$ cat src/rtl/seq_calculator_if.sv
// Handshake and data bundle between the keypad/display logic and seq_calculator.
// The master drives the request side; the calculator (slave) drives the results.
interface seq_calculator_if #(
   parameter int WIDTH = 7,
   parameter int RES_W = 2*WIDTH
);
   logic             start;
   logic [WIDTH-1:0] in1;
   logic [WIDTH-1:0] in2;
   logic [3:0]       keyboard;
   logic [RES_W-1:0] answer;
   logic             signal;
   logic [WIDTH-1:0] remainder;
   logic             busy;
   logic             done;
   logic             err;

   modport master (
      output start, in1, in2, keyboard,
      input  answer, signal, remainder, busy, done, err
   );

   modport slave (
      input  start, in1, in2, keyboard,
      output answer, signal, remainder, busy, done, err
   );
endinterface

$ cat src/rtl/seq_calculator.sv
// Clocked keypad calculator: single-cycle ADD/SUB/CLR, iterative shift-add MUL
// and restoring DIV, with a start/busy/done handshake and registered results.
module seq_calculator #(
   parameter int WIDTH = 7,
   parameter int RES_W = 2*WIDTH
) (
   input logic             clk,
   input logic             rst_n,
   seq_calculator_if.slave bus
);
   localparam int CNT_W = $clog2(WIDTH + 1);

   localparam logic [3:0] OP_ADD = 4'd10;
   localparam logic [3:0] OP_SUB = 4'd11;
   localparam logic [3:0] OP_MUL = 4'd12;
   localparam logic [3:0] OP_CLR = 4'd13;
   localparam logic [3:0] OP_DIV = 4'd14;

   typedef enum logic [1:0] {
      ST_IDLE = 2'd0,
      ST_MUL  = 2'd1,
      ST_DIV  = 2'd2,
      ST_DONE = 2'd3
   } state_t;

   state_t           state_r,   state_s;
   logic [RES_W-1:0] answer_r,  answer_s;
   logic             signal_r,  signal_s;
   logic [WIDTH-1:0] rem_out_r, rem_out_s;
   logic             busy_r,    busy_s;
   logic             done_r,    done_s;
   logic             err_r,     err_s;
   logic [CNT_W-1:0] cnt_r,     cnt_s;
   logic [RES_W-1:0] acc_r,     acc_s;
   logic [RES_W-1:0] mcand_r,   mcand_s;
   logic [WIDTH-1:0] mplier_r,  mplier_s;
   logic [WIDTH-1:0] divr_r,    divr_s;
   logic [WIDTH-1:0] quo_r,     quo_s;
   logic [WIDTH-1:0] prem_r,    prem_s;

   logic [RES_W-1:0] mul_sum_s;
   logic [WIDTH:0]   div_shift_s;
   logic             div_ge_s;
   logic [WIDTH-1:0] prem_step_s;
   logic [WIDTH-1:0] quo_step_s;
   logic             last_step_s;
   logic             clr_req_s;

   // One shift-add and one restoring-division step computed from the current state.
   always_comb begin
      mul_sum_s   = mplier_r[0] ? (acc_r + mcand_r) : acc_r;
      div_shift_s = {prem_r, quo_r[WIDTH-1]};
      div_ge_s    = (div_shift_s >= {1'b0, divr_r});
      // The partial remainder stays below the divisor, so the low WIDTH bits of the difference are exact.
      prem_step_s = div_ge_s ? (div_shift_s[WIDTH-1:0] - divr_r) : div_shift_s[WIDTH-1:0];
      quo_step_s  = {quo_r[WIDTH-2:0], div_ge_s};
      last_step_s = (cnt_r == CNT_W'(WIDTH - 1));
      clr_req_s   = bus.start && (bus.keyboard == OP_CLR);
   end

   // Next-state and next-output logic of the operation sequencer.
   always_comb begin
      state_s   = state_r;
      answer_s  = answer_r;
      signal_s  = signal_r;
      rem_out_s = rem_out_r;
      busy_s    = busy_r;
      done_s    = 1'b0;
      err_s     = err_r;
      cnt_s     = cnt_r;
      acc_s     = acc_r;
      mcand_s   = mcand_r;
      mplier_s  = mplier_r;
      divr_s    = divr_r;
      quo_s     = quo_r;
      prem_s    = prem_r;

      case (state_r)
         ST_IDLE: begin
            if (bus.start) begin
               case (bus.keyboard)
                  OP_ADD: begin
                     answer_s  = RES_W'(bus.in1) + RES_W'(bus.in2);
                     signal_s  = 1'b0;
                     rem_out_s = '0;
                     err_s     = 1'b0;
                     done_s    = 1'b1;
                     state_s   = ST_DONE;
                  end
                  OP_SUB: begin
                     if (bus.in2 > bus.in1) begin
                        answer_s = RES_W'(bus.in2 - bus.in1);
                        signal_s = 1'b1;
                     end else begin
                        answer_s = RES_W'(bus.in1 - bus.in2);
                        signal_s = 1'b0;
                     end
                     rem_out_s = '0;
                     err_s     = 1'b0;
                     done_s    = 1'b1;
                     state_s   = ST_DONE;
                  end
                  OP_MUL: begin
                     acc_s    = '0;
                     mcand_s  = RES_W'(bus.in1);
                     mplier_s = bus.in2;
                     cnt_s    = '0;
                     busy_s   = 1'b1;
                     state_s  = ST_MUL;
                  end
                  OP_DIV: begin
                     if (bus.in2 != '0) begin
                        quo_s   = bus.in1;
                        divr_s  = bus.in2;
                        prem_s  = '0;
                        cnt_s   = '0;
                        busy_s  = 1'b1;
                        state_s = ST_DIV;
                     end else begin
                        answer_s  = '0;
                        signal_s  = 1'b0;
                        rem_out_s = '0;
                        err_s     = 1'b1;
                        done_s    = 1'b1;
                        state_s   = ST_DONE;
                     end
                  end
                  OP_CLR: begin
                     answer_s  = '0;
                     signal_s  = 1'b0;
                     rem_out_s = '0;
                     err_s     = 1'b0;
                     done_s    = 1'b1;
                     state_s   = ST_DONE;
                  end
                  default: begin
                     err_s   = 1'b1;
                     done_s  = 1'b1;
                     state_s = ST_DONE;
                  end
               endcase
            end else begin
               state_s = ST_IDLE;
            end
         end
         ST_MUL, ST_DIV: begin
            if (clr_req_s) begin
               answer_s  = '0;
               signal_s  = 1'b0;
               rem_out_s = '0;
               err_s     = 1'b0;
               busy_s    = 1'b0;
               done_s    = 1'b1;
               state_s   = ST_DONE;
            end else if (state_r == ST_MUL) begin
               acc_s    = mul_sum_s;
               mcand_s  = {mcand_r[RES_W-2:0], 1'b0};
               mplier_s = {1'b0, mplier_r[WIDTH-1:1]};
               cnt_s    = cnt_r + CNT_W'(1);
               if (last_step_s) begin
                  answer_s  = mul_sum_s;
                  signal_s  = 1'b0;
                  rem_out_s = '0;
                  err_s     = 1'b0;
                  busy_s    = 1'b0;
                  done_s    = 1'b1;
                  state_s   = ST_DONE;
               end else begin
                  state_s = ST_MUL;
               end
            end else begin
               quo_s  = quo_step_s;
               prem_s = prem_step_s;
               cnt_s  = cnt_r + CNT_W'(1);
               if (last_step_s) begin
                  answer_s  = RES_W'(quo_step_s);
                  signal_s  = 1'b0;
                  rem_out_s = prem_step_s;
                  err_s     = 1'b0;
                  busy_s    = 1'b0;
                  done_s    = 1'b1;
                  state_s   = ST_DONE;
               end else begin
                  state_s = ST_DIV;
               end
            end
         end
         ST_DONE: begin
            state_s = ST_IDLE;
         end
         default: begin
            busy_s  = 1'b0;
            state_s = ST_IDLE;
         end
      endcase
   end

   // State and result registers with synchronous active-low reset.
   always_ff @(posedge clk) begin
      if (!rst_n) begin
         state_r   <= ST_IDLE;
         answer_r  <= '0;
         signal_r  <= 1'b0;
         rem_out_r <= '0;
         busy_r    <= 1'b0;
         done_r    <= 1'b0;
         err_r     <= 1'b0;
         cnt_r     <= '0;
         acc_r     <= '0;
         mcand_r   <= '0;
         mplier_r  <= '0;
         divr_r    <= '0;
         quo_r     <= '0;
         prem_r    <= '0;
      end else begin
         state_r   <= state_s;
         answer_r  <= answer_s;
         signal_r  <= signal_s;
         rem_out_r <= rem_out_s;
         busy_r    <= busy_s;
         done_r    <= done_s;
         err_r     <= err_s;
         cnt_r     <= cnt_s;
         acc_r     <= acc_s;
         mcand_r   <= mcand_s;
         mplier_r  <= mplier_s;
         divr_r    <= divr_s;
         quo_r     <= quo_s;
         prem_r    <= prem_s;
      end
   end

   assign bus.answer    = answer_r;
   assign bus.signal    = signal_r;
   assign bus.remainder = rem_out_r;
   assign bus.busy      = busy_r;
   assign bus.done      = done_r;
   assign bus.err       = err_r;
endmodule
$ cat src/flat_wrapper.sv
// flat-port wrapper written by rule: the top's interface ports become plain ports
module seq_calculator_flat 
#(
   parameter int WIDTH = 7,
   parameter int RES_W = 2*WIDTH
)
  (clk, rst_n, bus_start, bus_in1, bus_in2, bus_keyboard, bus_answer, bus_signal, bus_remainder, bus_busy, bus_done, bus_err);
  seq_calculator_if #(.WIDTH(WIDTH), .RES_W(RES_W)) bus_i ();
  input logic clk;
  input logic rst_n;
  input wire logic [$bits(bus_i.start)-1:0] bus_start;
  input wire logic [$bits(bus_i.in1)-1:0] bus_in1;
  input wire logic [$bits(bus_i.in2)-1:0] bus_in2;
  input wire logic [$bits(bus_i.keyboard)-1:0] bus_keyboard;
  output wire logic [$bits(bus_i.answer)-1:0] bus_answer;
  output wire logic [$bits(bus_i.signal)-1:0] bus_signal;
  output wire logic [$bits(bus_i.remainder)-1:0] bus_remainder;
  output wire logic [$bits(bus_i.busy)-1:0] bus_busy;
  output wire logic [$bits(bus_i.done)-1:0] bus_done;
  output wire logic [$bits(bus_i.err)-1:0] bus_err;
  assign bus_i.start = bus_start;
  assign bus_i.in1 = bus_in1;
  assign bus_i.in2 = bus_in2;
  assign bus_i.keyboard = bus_keyboard;
  assign bus_answer = bus_i.answer;
  assign bus_signal = bus_i.signal;
  assign bus_remainder = bus_i.remainder;
  assign bus_busy = bus_i.busy;
  assign bus_done = bus_i.done;
  assign bus_err = bus_i.err;
  seq_calculator #(.WIDTH(WIDTH), .RES_W(RES_W)) u_core (.clk(clk), .rst_n(rst_n), .bus(bus_i));
endmodule
$ cat config.mk
export PLATFORM = sky130hd
export DESIGN_NAME = seq_calculator_flat
export DESIGN_NICKNAME = d
export VERILOG_FILES = /design/src/rtl/seq_calculator_if.sv /design/src/rtl/seq_calculator.sv /design/src/flat_wrapper.sv
export SDC_FILE = /design/constraint.sdc
export NUM_CORES = 1
export LEC_CHECK = 0
export CAP_MARGIN = 20
export CORE_AREA = 2 2 124 126
export CTS_CLUSTER_SIZE = 12
export DETAILED_ROUTE_END_ITERATION = 6
export DIE_AREA = 0 0 126 128
export SLEW_MARGIN = 20
export SYNTH_ARGS = -nofsm -noshare
export SYNTH_HDL_FRONTEND = slang
export SYNTH_SLANG_ARGS = --single-unit
$ cat constraint.sdc
create_clock -name clk -period 2.3 [get_ports clk]
set_input_delay 0.46 -clock clk [delete_from_list [all_inputs] [get_ports clk]]
set_output_delay 0.46 -clock clk [all_outputs]
set_load 0.02 [all_outputs]
Yosys cells after proc, flatten, opt, wreduce, memory -nomap -nowiden. Index checks and enable logic that the tools add are counted.

Register bits: 86. Output and inout bits: 25. Logic and storage cells: 142.

$add $sub $neg: 6. Magnitude comparators: 2. Equality and inequality tests: 24. Multiplexer cells: 80. Reduce and logical (&&, ||, !) cells: 16.

Operators with widths (count): 14-bit two-way mux (16); 7-bit two-way mux (21); 14-bit one-hot mux with 2 select lines (3); 7-bit one-hot mux with 2 select lines (5); 14-bit one-hot mux with 4 select lines (1); 5-bit AND reduction (7); 4-bit equality test (second input constant) (5); 7-bit by 7-bit subtractor with 8-bit output (2); 1-bit two-way mux (15); 14-bit adder (1); 2-bit inequality test (second input constant) (6); 1-bit one-hot mux with 2 select lines (6); 3-bit one-hot mux with 2 select lines (2); 3-bit two-way mux (3); 3-bit inequality test (second input constant) (3); 7-bit by 7-bit adder with 8-bit output (1); 8-bit by 7-bit >= comparator with 1-bit output (1); 2-bit two-way mux (4); 7-bit > comparator (1); 7-bit nonzero test (1); 7-bit subtractor (1); 1-bit one-hot mux with 3 select lines (2); 2-bit one-hot mux with 3 select lines (1); 6-bit AND reduction (1); other kinds (16) (19).

Longest topological paths before layout. Gate-level depths: netlist (run 1).

Depth after elaboration: 6. Depth in mapped cells: 12. Mapped depth without buffers: 11.

Worst setup path before layout (run 1). Ideal clock, no wire load.

Path kind: input to register. Start: in bus_in2[0]. End: reg u_core.answer_r[5] (netlist: u_core.bus.answer[5]). Arrival: 2361 ps. Data required time: 2180 ps. Slack: -181 ps. Stages: 12. Path buffers: 1. Cell sequence: inv_1 > ha_1 > inv_1 > fa_1 > and3_1 > o21ai_2 > a21oi_4 > buf_6 > a311oi_2 > a2111oi_0 > a41o_1 > o31a_1.

Word-level cells in the longest chain between the ends: 5. Elaborated cells between the ends (all ways): 11. Classes of those cells: add/sub: 3; order compare: 1; eq/ne: 1; mux: 4; reduce/logical: 2.

RTL lines: from (decl) (line flat_wrapper.sv:13) `input wire logic [$bits(bus_i.in2)-1:0] bus_in2;`; 7-bit by 7-bit subtractor with 8-bit output, or another cell as far along (line seq_calculator.sv:95) `answer_s = RES_W'(bus.in1 - bus.in2);`; 14-bit two-way mux (line seq_calculator.sv:91) `if (bus.in2 > bus.in1) begin`; 14-bit one-hot mux with 4 select lines (line seq_calculator.sv:81) `case (bus.keyboard)`; 14-bit two-way mux (line seq_calculator.sv:80) `if (bus.start) begin`; 14-bit one-hot mux with 2 select lines (line seq_calculator.sv:78) `case (state_r)`; to (signal assigned) (line seq_calculator.sv:217) `answer_r <= answer_s;`; to (decl) (line seq_calculator.sv:27) `logic [RES_W-1:0] answer_r, answer_s;`.

Parallel ways exist; a longest one is shown, timed or not. The select of a mux whose other input is x is not followed. A chain may end at the register's enable or synchronous reset.

Final worst setup path (run 1).
Start: reg u_core.mcand_r[12]. End: reg u_core.acc_r[13].

Word-level cells in the longest chain between the ends: 5.

RTL lines: from (decl) (line seq_calculator.sv:35) `logic [RES_W-1:0] mcand_r, mcand_s;`; from (signal assigned) (line seq_calculator.sv:225) `mcand_r <= mcand_s;`; 14-bit adder (line seq_calculator.sv:51) `mul_sum_s = mplier_r[0] ? (acc_r + mcand_r) : acc_r;`; 14-bit two-way mux (line seq_calculator.sv:51); 14-bit two-way mux (line seq_calculator.sv:155) `end else if (state_r == ST_MUL) begin`; 14-bit two-way mux (line seq_calculator.sv:147) `if (clr_req_s) begin`; 14-bit one-hot mux with 2 select lines (line seq_calculator.sv:78); to (signal assigned) (line seq_calculator.sv:224) `acc_r <= acc_s;`; to (decl) (line seq_calculator.sv:34) `logic [RES_W-1:0] acc_r, acc_s;`.

No other way between the ends. The select of a mux whose other input is x is not followed.

==> results of run 1 <==
routing by layer:
layer  routed length (um)  share of wire  global-route usage  vias up
met2                10300           0.50               0.420      189
met1                 8960           0.43               0.320     3089
met3                  930          0.045              0.0359       47
li1                     -              -                   -     3102
met5                    0              0                   0        -
met4                  566          0.027              0.0957        0
cell usage after synthesis, types with 9 or more instances:
cell | n | share of area
o22ai_1 | 15 | 0.015
ha_1 | 47 | 0.095
clkbuf_1 | 15 | 0.0091
nand3_1 | 26 | 0.021
buf_2 | 12 | 0.0097
mux2i_1 | 22 | 0.036
a21oi_1 | 72 | 0.058
inv_1 | 45 | 0.027
a31oi_1 | 9 | 0.0091
a211oi_1 | 17 | 0.021
a21o_1 | 12 | 0.015
o21ai_0 | 34 | 0.027
nand2_1 | 61 | 0.037
nor2_1 | 77 | 0.047
dfxtp_1 | 86 | 0.28
a22oi_1 | 10 | 0.012
state kept, by name (all words and copies together), names as in the netlist, 2 cells and up:
signal                flops
u_core.acc_r             14
u_core.bus.answer        14
u_core.prem_r             7
u_core.bus.remainder      7
u_core.divr_r             7
u_core.mplier_r           7
u_core.state_r            2
u_core.cnt_r              3
u_core.quo_r              7
u_core.mcand_r           14
final timing paths:
check / startpoint / to / slack [ns]
hold / removal: u_core.bus.err$_SDFFE_PN0P_ / u_core.bus.err$_SDFFE_PN0P_ / 0.46
hold reg to reg: u_core.bus.err$_SDFFE_PN0P_ / u_core.bus.err$_SDFFE_PN0P_ / 0.46
setup reg to reg: u_core.mcand_r[12]$_SDFFE_PN0P_ / u_core.acc_r[13]$_SDFFE_PN0P_ / 0.04
setup / recovery: u_core.mcand_r[12]$_SDFFE_PN0P_ / u_core.acc_r[13]$_SDFFE_PN0P_ / 0.04
where the power goes:
| group | internal, mW | switching (mW) | leakage, nW |
|---|---|---|---|
| logic | 0.932 | 1.10 | 2.78 |
| registers | 1.61 | 0.0887 | 0.703 |
| clock network | 0.835 | 0.670 | 0.147 |
repair_timing:
action / 4_1_cts / 5_1_grt
setup buffers: 24 / 14
hold buffers: 0 / 0
gates resized for setup: 101 / 77
setup endpoints to repair: 43 / 49
cloned: 0 / 1
pin swaps: 24 / 36
cell families (layout without fill, tap and decap cells):
logic type      Yosys count  in the layout  share of synthesized area
simple gates            225            225                      0.177
fa+ha+maj                52             52                      0.111
flops                    86             86                      0.278
mux                      27             27                     0.0447
compound gates          255            255                      0.297
buf+inv                  92            284                     0.0742
xor+xnor                 13             13                     0.0184
metrics by stage:
step	instance area [um2]	instances	hold WS, ns
2_1_floorplan	6200	750	0.432
3_3_place_gp	7730	1079	0.443
3_5_place_dp	7730	1079	0.453
4_1_cts	8470	1119	0.465
5_1_grt	8900	1130	0.484
6_report	8900	1130	0.460
critical path, delay by kind of cell, from the launching register on:
kind / cells / cell delay [ns]
muxes: 1 / 0.34
DFF: 1 / 0.42
AOI/OAI and AO/OA: 3 / 0.37
adders and majority gates: 1 / 0.24
and+or+nand+nor: 3 / 0.81
cells in the final DEF, fill, tap and decap left out, types with 13 or more instances in the layout:
| cell type | instances |
|---|---|
| a211oi_1 | 15 |
| a21oi_1 | 63 |
| buf_4 | 154 |
| buf_6 | 17 |
| clkdlybuf4s50_1 | 27 |
| dfxtp_1 | 79 |
| ha_1 | 32 |
| ha_4 | 13 |
| inv_1 | 37 |
| mux2i_1 | 22 |
| nand2_1 | 59 |
| nand3_1 | 23 |
| nor2_1 | 77 |
| o21ai_0 | 28 |
area by class of cell:
| class | count | area share |
|---|---|---|
| clock buffer | 12 | 0.0299 |
| tap | 188 | 0.0264 |
| clock inverter | 4 | 0.00408 |
| multi-input combinational | 572 | 0.510 |
| timing repair buffer | 221 | 0.215 |
| inverter | 47 | 0.0204 |
| sequential | 86 | 0.194 |
==> summary.md, run 1 <==
| Metric | Value |
|---|---|
| Final Hold Violating Endpoints | 0 |
| Pre-CTS setup slack | -0.798 ns |
| Synthesized net count | 823 |
| Layout Utilization | 0.599 |
| First-pass GRT wire length | 32100 um |
| Mapped Area | between 6000 and 7000 um2 |
| Synth-to-layout area growth | 43.8% |
| Global route total overflow | 0 |
| Total CTS buffers | 9 |
| Layout cells sized above 1 | 0.345 |
| Mean Syn Cell Area | 8.26 um2 |
| Post-synth EDFFs | 0 |
| Worst hold stages | 2 |
| Global placer's final weighted congestion | approximately 0.89 |
| Startpoint types | flip-flop |
| Starting Density | 0.417 |
| Status | finished clean |
| Static leakage | 3.63 nW |
| Largest net degree at the start of global routing | 36 |
| Iteration-0 DRC Markers | 524 |
| Ant diodes | 0 |
| Fin crit share | 0.981 |
| Filler cells | ~1300 |
| Via count | 6427 |
| Clock sinks | 86 |
| Row cnt | 45 |
| Slowest stage delay, CP | around 0.42 ns |
| Max transition margin | 0.660 |
| Residual DRC | 0 |
| Chip Width | 126 um |
| Number of synthesized register bits | 86 |
| Cell area power density | roughly 590 nW/um2 |
| Chip height | 128 um |
| Die area | 16100 um2 |
| Final setup violation count | 0 |
| Avg WL per Cell | approximately 18 um |
| CP Cell Sequence | ha_4, a21oi_2, o21ai_0, or3_1, or3_4, nand3_4, mux2_2, o31ai_1 |
| Min setup slack post-route | 0.0431 ns |
| Clock Root Buffer | clkbuf_16 |
| Routed wire length | 20800 um |
| Setup TNS | 0 ns |
| Sequential fraction of the synthesis area | 0.278 |
| Max_cap viols | 0 |
| Async SR Flop Fraction | 0 |
| R2R cell count | 8 |
| Worst Tran Pin Value | just over 0.5 ns |
| CP max-delay cell | dfxtp_1 |
| Antenna violations before repair | 0 |
| Worst-skew pair later-pin latency | 0.36 ns |
| Crit end category | flip-flop |
| Worst Path Required | 2.57 ns |
| CTS tree | built |
| Setup CP Type | flip-flop to flip-flop |
| Number of buffers inserted by port buffering | 45 |
| Fmax | 443 MHz |
| Commonest register cell after synthesis | dfxtp_1 |
| Layout Nets | 1010 |
| Post-DP HPWL | 15000 um |
| TritonRoute pass-1 iters | 7 |
| Core footprint | 14900 um2 |
| ANT nets after route | 0 |
| Clock buffer depth | 2 |
| HP Class | flip-flop to flip-flop |
| Synth Instances | 750 |
| H-tree depth | 3 |
| Final Max Tran Viols | 0 |
| Min Tclk post-route | 2.26 ns |
| Worst Path Arrival | about 2.5 ns |
| Total track usage | 0.248 |
| Clock slew at reported path FFs | 0.07 ns |
| Max IR drop VDD | 504 uV |
| Via/cell ratio | 5.69 |
| Total power | 5.24 mW |
| Crit path max fanout | 3 |
| # IOs | 46 |
| Area of the multi-input gates | approximately 4500 um2 |
| Synthesis Warnings | 0 |
| Vias in the first global route | 6330 |
| RSZ-0062 raised after global routing | yes |
| Clock Skew | 0.0109 ns |
| Yosys cell types | around 90 |
| Storage cell area | around 1700 um2 |
Power figures use the tool's default switching activity.
==> run 2, diff against run 1 <==
--- a/config.mk
+++ b/config.mk
@@ -7,6 +7,7 @@
 export LEC_CHECK = 0
 export CAP_MARGIN = 20
 export CORE_AREA = 2 2 124 126
+export CTS_BUF_LIST = sky130_fd_sc_hd__clkbuf_8
 export CTS_CLUSTER_SIZE = 12
 export DETAILED_ROUTE_END_ITERATION = 6
 export DIE_AREA = 0 0 126 128
==> summary.md, run 2 (synthesis results as in run 1) <==
| Metric | Value |
|---|---|
| Status | finished clean |
| FF-to-FF End | u_core.acc_r[11]$_SDFFE_PN0P_ |
| Worst Tran Pin Value | 0.470 ns (-0.0369 ns) |
| Chip height | 128 um (unchanged) |
| Clk pwr share | 0.231 (-0.056) |
| Clock Root Buffer | clkbuf_8 |
| Setup CP Type | flip-flop to flip-flop |
| Number of buffers inserted by port buffering | 45 (unchanged) |
| HP Start | bus_in2[6] |
| Global route total overflow | 0 (unchanged) |
| Most common cell after layout, fill and taps aside | buf_4 |
| Min Tclk post-route | 2.29 ns (+0.0312 ns) |
| Slowest stage delay, CP | 0.38 ns (-0.04 ns) |
| Clock sinks | 86 (unchanged) |
| Total CTS buffers | 9 (unchanged) |
| Total track usage | 0.246 (-0.00170) |
| TritonRoute pass-1 iters | 5 (-2) |
| First-pass GRT wire length | 31900 um (-0.58%) |
| Worst hold stages | 3 (+1) |
| HP Class | input port to flip-flop |
| Crit end category | flip-flop |
| Pre-CTS setup slack | -0.798 ns (unchanged) |
| Hold Buf Count CTS | 0 (unchanged) |
| Via/cell ratio | 5.64 (-0.84%) |
| Reg-to-reg slack, setup | 0.01 ns (-0.03 ns) |
| Max IR drop VDD | 347 uV (-31%) |
| Layout Utilization | 0.589 (-0.0100) |
| R2R cell count | 9 (+1) |
| Row cnt | 45 (unchanged) |
| Commonest cells after routing, fill and taps aside | buf_4 (151), dfxtp_1 (78), nor2_1 (77) |
| Clock buffer depth | 2 (unchanged) |
| Chip Width | 126 um (unchanged) |
| Flop pwr share | 0.352 (+0.028) |
| Vias in the first global route | 6289 (-0.65%) |
| Cell area power density | 551 nW/um2 (-6.5%) |
| Switching pwr | 1.80 mW (-3.6%) |
| Avg WL per Cell | 18.2 um (-1.2%) |
| Final Max Tran Viols | 0 (unchanged) |
| Combinational fraction of design power | 0.417 (+0.028) |
| ANT nets after route | 0 (unchanged) |
| Worst Path Arrival | 2.59 ns (+0.06 ns) |
| Clock slew at reported path FFs | 0.09 ns (+0.02 ns) |
| Hold_ws | 0.447 ns (-0.0136 ns) |
| Static leakage | 3.53 nW (-2.6%) |
| Hold EP | u_core.divr_r[6]$_SDFFE_PN0P_ |
| Iteration-0 DRC Markers | 532 (+1.5%) |
| Startpoint types | flip-flop |
| Min setup slack post-route | 0.0119 ns (-0.0312 ns) |
| Crit path max fanout | 3 (unchanged) |
| Fmax | 437 MHz (-1.4%) |
| Clock Skew | 0.0123 ns (+0.00138 ns) |
| Routed wire length | 20500 um (-1.4%) |
| CTS tree | built |
| Ant diodes | 0 (unchanged) |
| Die area | 16100 um2 (unchanged) |
| Post-DP HPWL | 15000 um (unchanged) |
| Critical Path Most Common Cell | buf_4 |
| Largest net degree at the start of global routing | 36 (unchanged) |
| Max transition margin | 0.682 (+0.0220) |
| Antenna violations before repair | 0 (unchanged) |
| RSZ-0062 raised after global routing | yes |
| Fin crit share | 0.995 (+0.0135) |
| Worst Path Required | 2.60 ns (+0.03 ns) |
| Residual DRC | 0 (unchanged) |
| # IOs | 46 (unchanged) |
| CP Cell Sequence | ha_4, buf_4, a221oi_4, buf_4, a21oi_2, o21ai_2, a21oi_1, o31a_1, o41ai_2 |
| Core footprint | 14900 um2 (unchanged) |
| Worst-skew pair later-pin latency | 0.38 ns (+0.02 ns) |
| Layout cells sized above 1 | 0.345 (about the same) |
| Via count | 6356 (-1.1%) |
| Layout Nets | 1007 (-0.30%) |
| CP max-delay cell | dfxtp_2 |
| Final setup violation count | 0 (unchanged) |
| Switch share | 0.373 (+0.0172) |
| H-tree depth | 3 (unchanged) |
| P_int | 3.02 mW (-10%) |
| Starting Density | 0.417 (unchanged) |
| Max_cap viols | 0 (unchanged) |
| Global placer's final weighted congestion | 0.892 (unchanged) |
| Reg2reg start | u_core.acc_r[4]$_SDFFE_PN0P_ |
| Synth-to-layout area growth | 41.4% |
| Final Hold Violating Endpoints | 0 (unchanged) |
## run 2: changes by cell type in the layout (fill, tap and decap cells not counted), moves of 3 or more
cell,before,now
clkbuf_16,10,1
clkbuf_8,3,12
clkbuf_2,0,5
buf_4,154,151
clkdlybuf4s15_1,3,0
dlygate4sd2_1,4,7
ha_2,2,5
## run 2: layout make-up
class | instances | area [um2]
Timing Repair Buffer | 218 | 1870
Multi-Input combinational cell | 572 | 4540
Inverter | 47 | 184
Fill cell | 1343 | 6110
Sequential cell | 86 | 1730
Clock inverter | 4 | 36.3
Clock buffer | 12 | 165
Tap cell | 188 | 235
## run 2: power by group through the flow
stage	Clock (mW)	Combinational, mW	Sequential (mW)
after global routing	1.19	2.16	1.71
final	1.11	2.01	1.70
after CTS	1.14	1.85	1.69
after detailed placement	0	1.73	1.73
after floorplan	0	0.979	1.77
after global placement	0	1.71	1.72
## run 2: worst max path at each step
stage / endpoint / from
3_3_place_gp: u_core.bus.answer[7]$_SDFFE_PN0P_ / bus_in2[2]
3_5_place_dp: u_core.bus.answer[6]$_SDFFE_PN0P_ / bus_in2[6]
4_1_cts: u_core.bus.answer[12]$_SDFFE_PN0P_ / u_core.mcand_r[0]$_SDFFE_PN0P_
2_1_floorplan: u_core.bus.answer[5]$_SDFFE_PN0P_ / bus_in2[0]
5_1_grt: u_core.acc_r[11]$_SDFFE_PN0P_ / u_core.acc_r[3]$_SDFFE_PN0P_
6_report: u_core.acc_r[11]$_SDFFE_PN0P_ / u_core.acc_r[4]$_SDFFE_PN0P_
## run 2: repair_timing
action | 4_1_cts | 5_1_grt
pin swaps | 23 | 32
buffers inserted | 22 | 12
cloned | 0 | 1
resized for setup | 78 | 92
endpoints found under the setup margin | 42 | 48
## run 2: through the flow
| stage | total power [mW] | cells | TNS (ns) | instance area [um2] |
|---|---|---|---|---|
| 3_5_place_dp | 3.46 | 1079 | -33.78 | 7730 |
| 4_1_cts | 4.68 | 1117 | -0.0212 | 8300 |
| 5_1_grt | 5.06 | 1127 | -0.356 | 8750 |
| 6_report | 4.82 | 1127 | 0 | 8750 |
| 3_3_place_gp | 3.43 | 1079 | -30.91 | 7730 |
| 2_1_floorplan | 2.74 | 750 | -0.129 | 6200 |
## run 2: critical path: cells and delay by family (launching register included)
| kind | cells | cell delay [ns] |
|---|---|---|
| buffers and inverters | 2 | 0.32 |
| flip-flops | 1 | 0.38 |
| AO/OA/AOI/OAI | 6 | 1.29 |
| adder cells (fa/ha/maj) | 1 | 0.22 |
## run 2: layer usage
metal  up-vias  part of all wire  global-route usage  wire [um]
met5         -                 0                   0          0
met4         0             0.027              0.0944        543
met3        41             0.045              0.0342        918
met2       170              0.49               0.417      10100
met1      3058              0.44               0.319       8940
li1       3087                 -                   -          -
==> run 3, diff against run 2 <==
--- a/config.mk
+++ b/config.mk
@@ -11,6 +11,7 @@
 export CTS_CLUSTER_SIZE = 12
 export DETAILED_ROUTE_END_ITERATION = 6
 export DIE_AREA = 0 0 126 128
+export SKIP_LAST_GASP = 1
 export SLEW_MARGIN = 20
 export SYNTH_ARGS = -nofsm -noshare
 export SYNTH_HDL_FRONTEND = slang
==> summary.md, run 3 (synthesis results as in run 1) <==
| Metric | Value |
|---|---|
| Status | finished clean |
| Starting Density | 0.417 (unchanged) |
| H-tree depth | 3 (unchanged) |
| Ant diodes | 0 (unchanged) |
| GRT Max-Usage Layer | met2 |
| Layout Utilization | 0.586 (-0.00320) |
| Iteration-0 DRC Markers | 443 (-17%) |
| Via count | 6442 (+1.4%) |
| Die area | 16100 um2 (unchanged) |
| Routed wire length | 20400 um (-0.20%) |
| Clock buffer depth | 2 (unchanged) |
| Fin crit share | 0.996 (+0.00152) |
| Total CTS buffers | 9 (unchanged) |
| Cell area power density | 552 nW/um2 (+0.20%) |
| Setup TNS | 0 ns (unchanged) |
| Layout cells sized above 1 | 0.334 (-0.0114) |
| Area of the multi-input gates | 4490 um2 (-0.97%) |
| Core footprint | 14900 um2 (unchanged) |
| Switch share | 0.373 (about the same) |
| Chip Width | 126 um (unchanged) |
| Setup CP Type | input port to flip-flop |
| Fmax | 436 MHz (-0.15%) |
| TritonRoute pass-1 iters | 5 (unchanged) |
| Slowest stage delay, CP | 0.39 ns (about the same) |
| Static leakage | 3.55 nW (+0.41%) |
| Critical Path Most Common Cell | buf_4 |
| Combinational fraction of design power | 0.414 (-0.003) |
| Final Hold Violating Endpoints | 0 (unchanged) |
| Row cnt | 45 (unchanged) |
| Crit path max fanout | 5 (+2) |
| Layout Nets | 1006 (-0.099%) |
| FF-to-FF End | u_core.acc_r[13]$_SDFFE_PN0P_ |
| Global placer's final weighted congestion | 0.892 (unchanged) |
| # IOs | 46 (unchanged) |
| Total track usage | 0.245 (-0.000620) |
| Max IR drop VDD | 342 uV (-1.6%) |
| Storage cell area | 1730 um2 (about the same) |
| Hold Buf Count CTS | 0 (unchanged) |
| ANT nets after route | 0 (unchanged) |
| Post-DP HPWL | 15000 um (unchanged) |
| Crit end category | flip-flop |
| Avg WL per Cell | 18.2 um (-0.11%) |
| RSZ-0062 raised after global routing | yes |
| Number of buffers inserted by port buffering | 45 (unchanged) |
| Reg2reg start | u_core.acc_r[12]$_SDFFE_PN0P_ |
| Clock sinks | 86 (unchanged) |
| Min Tclk post-route | 2.29 ns (+0.00349 ns) |
| Worst Tran Pin Value | 0.452 ns (-0.0176 ns) |
| Worst Path Arrival | 2.62 ns (+0.03 ns) |
| Reg-to-reg slack, setup | 0.07 ns (+0.06 ns) |
| Clock slew at reported path FFs | 0.09 ns (about the same) |
| Grt met2 use | 0.415 (-0.00190) |
| Max_cap viols | 0 (unchanged) |
| Synth-to-layout area growth | 40.6% |
| Antenna violations before repair | 0 (unchanged) |
| Largest net degree at the start of global routing | 36 (unchanged) |
| Total power | 4.80 mW (-0.34%) |
| Max transition margin | 0.697 (+0.0146) |
| Startpoint types | input port |
| Met3 usage | 0.0338 (-0.000417) |
| Worst setup path end | u_core.bus.answer[5]$_SDFFE_PN0P_ |
| Via/cell ratio | 5.72 (+1.4%) |
| First-pass GRT wire length | 31800 um (-0.22%) |
| Filler cells | 1342 (-0.074%) |
| Placed Instances | 1079 (unchanged) |
| Post-Layout Cell Count | 1126 (-0.089%) |
| Crit path launch | bus_in2[0] |
| Residual DRC | 0 (unchanged) |
| Pre-CTS setup slack | -0.798 ns (unchanged) |
| Commonest cells after routing, fill and taps aside | buf_4 (152), dfxtp_1 (79), nor2_1 (77) |
| Clock Skew | 0.0116 ns (-0.000698 ns) |
| Final Max Tran Viols | 0 (unchanged) |
| Worst Path Required | 2.63 ns (+0.03 ns) |
| HP Class | input port to flip-flop |
| GR Util met1 | 0.318 (about the same) |
| CP Cell Sequence | buf_4, inv_4, ha_4, inv_1, fa_2, and3_4, o21ai_4, a21oi_4, buf_6, a311oi_4, buf_4, nand3_1, a21oi_1, o31a_1 |
| Vias in the first global route | 6284 (-0.080%) |
| Switching pwr | 1.79 mW (-0.33%) |
| Worst-skew pair later-pin latency | 0.39 ns (about the same) |
| R2R cell count | 8 (-1) |
| P_int | 3.01 mW (-0.35%) |
| Clk pwr share | 0.233 (+0.002) |
| CP max-delay cell | fa_2 |
| Most common cell after layout, fill and taps aside | buf_4 |
| Flop pwr share | 0.354 (+0.002) |
| Final setup violation count | 0 (unchanged) |
| Global route total overflow | 0 (unchanged) |
| CTS tree | built |
| Chip height | 128 um (unchanged) |
| Min setup slack post-route | 0.00843 ns (-0.00349 ns) |
| Clock Root Buffer | clkbuf_8 |
run 3: cell types whose count changed in the layout (fill, tap and decap cells not counted), moves of 2 or more:
| cell | change |
|---|---|
| buf_6 | -2 |
| clkbuf_2 | -2 |
| clkdlybuf4s15_1 | +2 |
| clkdlybuf4s50_1 | -2 |
| dlymetal6s2s_1 | +2 |
| ha_1 | +2 |
| ha_2 | -2 |
| nand2_1 | +2 |
| nand2_2 | -2 |
| nor3_1 | +2 |
| nor3_2 | -2 |
run 3: power by group through the flow:
stage	sequential [mW]	combinational, mW	clock [mW]
finish	1.70	1.99	1.12
global route	1.71	2.14	1.20
CTS	1.69	1.85	1.14
detailed placement	1.73	1.73	0
global placement	1.72	1.71	0
floorplan	1.77	0.979	0
run 3: cell type report:
type / count / share of cell area
Multi-Input combinational cell: 572 / 0.516
Timing Repair Buffer: 217 / 0.214
Sequential cell: 86 / 0.199
Tap cell: 188 / 0.0270
Inverter: 47 / 0.0208
Clock buffer: 12 / 0.0190
Clock inverter: 4 / 0.00417
run 3: how the worst min path moves through the flow:
stage | from | endpoint | slack (ns) | cells past startpoint
floorplan | u_core.mplier_r[6]$_SDFFE_PN0P_ | u_core.mplier_r[6]$_SDFFE_PN0P_ | 0.43 | 2
global placement | u_core.mplier_r[6]$_SDFFE_PN0P_ | u_core.mplier_r[6]$_SDFFE_PN0P_ | 0.44 | 2
detailed placement | u_core.bus.err$_SDFFE_PN0P_ | u_core.bus.err$_SDFFE_PN0P_ | 0.45 | 2
CTS | u_core.mplier_r[6]$_SDFFE_PN0P_ | u_core.mplier_r[6]$_SDFFE_PN0P_ | 0.47 | 2
global route | bus_in2[6] | u_core.divr_r[6]$_SDFFE_PN0P_ | 0.48 | 3
finish | bus_in2[6] | u_core.divr_r[6]$_SDFFE_PN0P_ | 0.44 | 3
run 3: through the flow:
step,hold WS [ns],cell area [um2]
floorplan,0.432,6200
global placement,0.443,7730
detailed placement,0.453,7730
CTS,0.469,8290
global route,0.476,8710
finish,0.439,8710
run 3: repair_timing:
| action | CTS | global route |
|---|---|---|
| pin swaps | 23 | 32 |
| resized for setup | 77 | 76 |
| endpoints found under the setup margin | 42 | 48 |
| gates cloned | 0 | 1 |
| buffers inserted | 22 | 11 |
run 3: critical path, delay by kind of cell:
kind	cells	cell delay [ns]
adders and majority gates	2	0.51
buffers and inverters	5	0.54
AOI/OAI and AO/OA	5	0.85
and+or+nand+nor	2	0.25
run 3: metal layers:
layer	up-vias	routed length, um
li1	3095	-
met1	3106	8820
met2	198	10100
met3	43	909
met4	0	623
met5	-	0
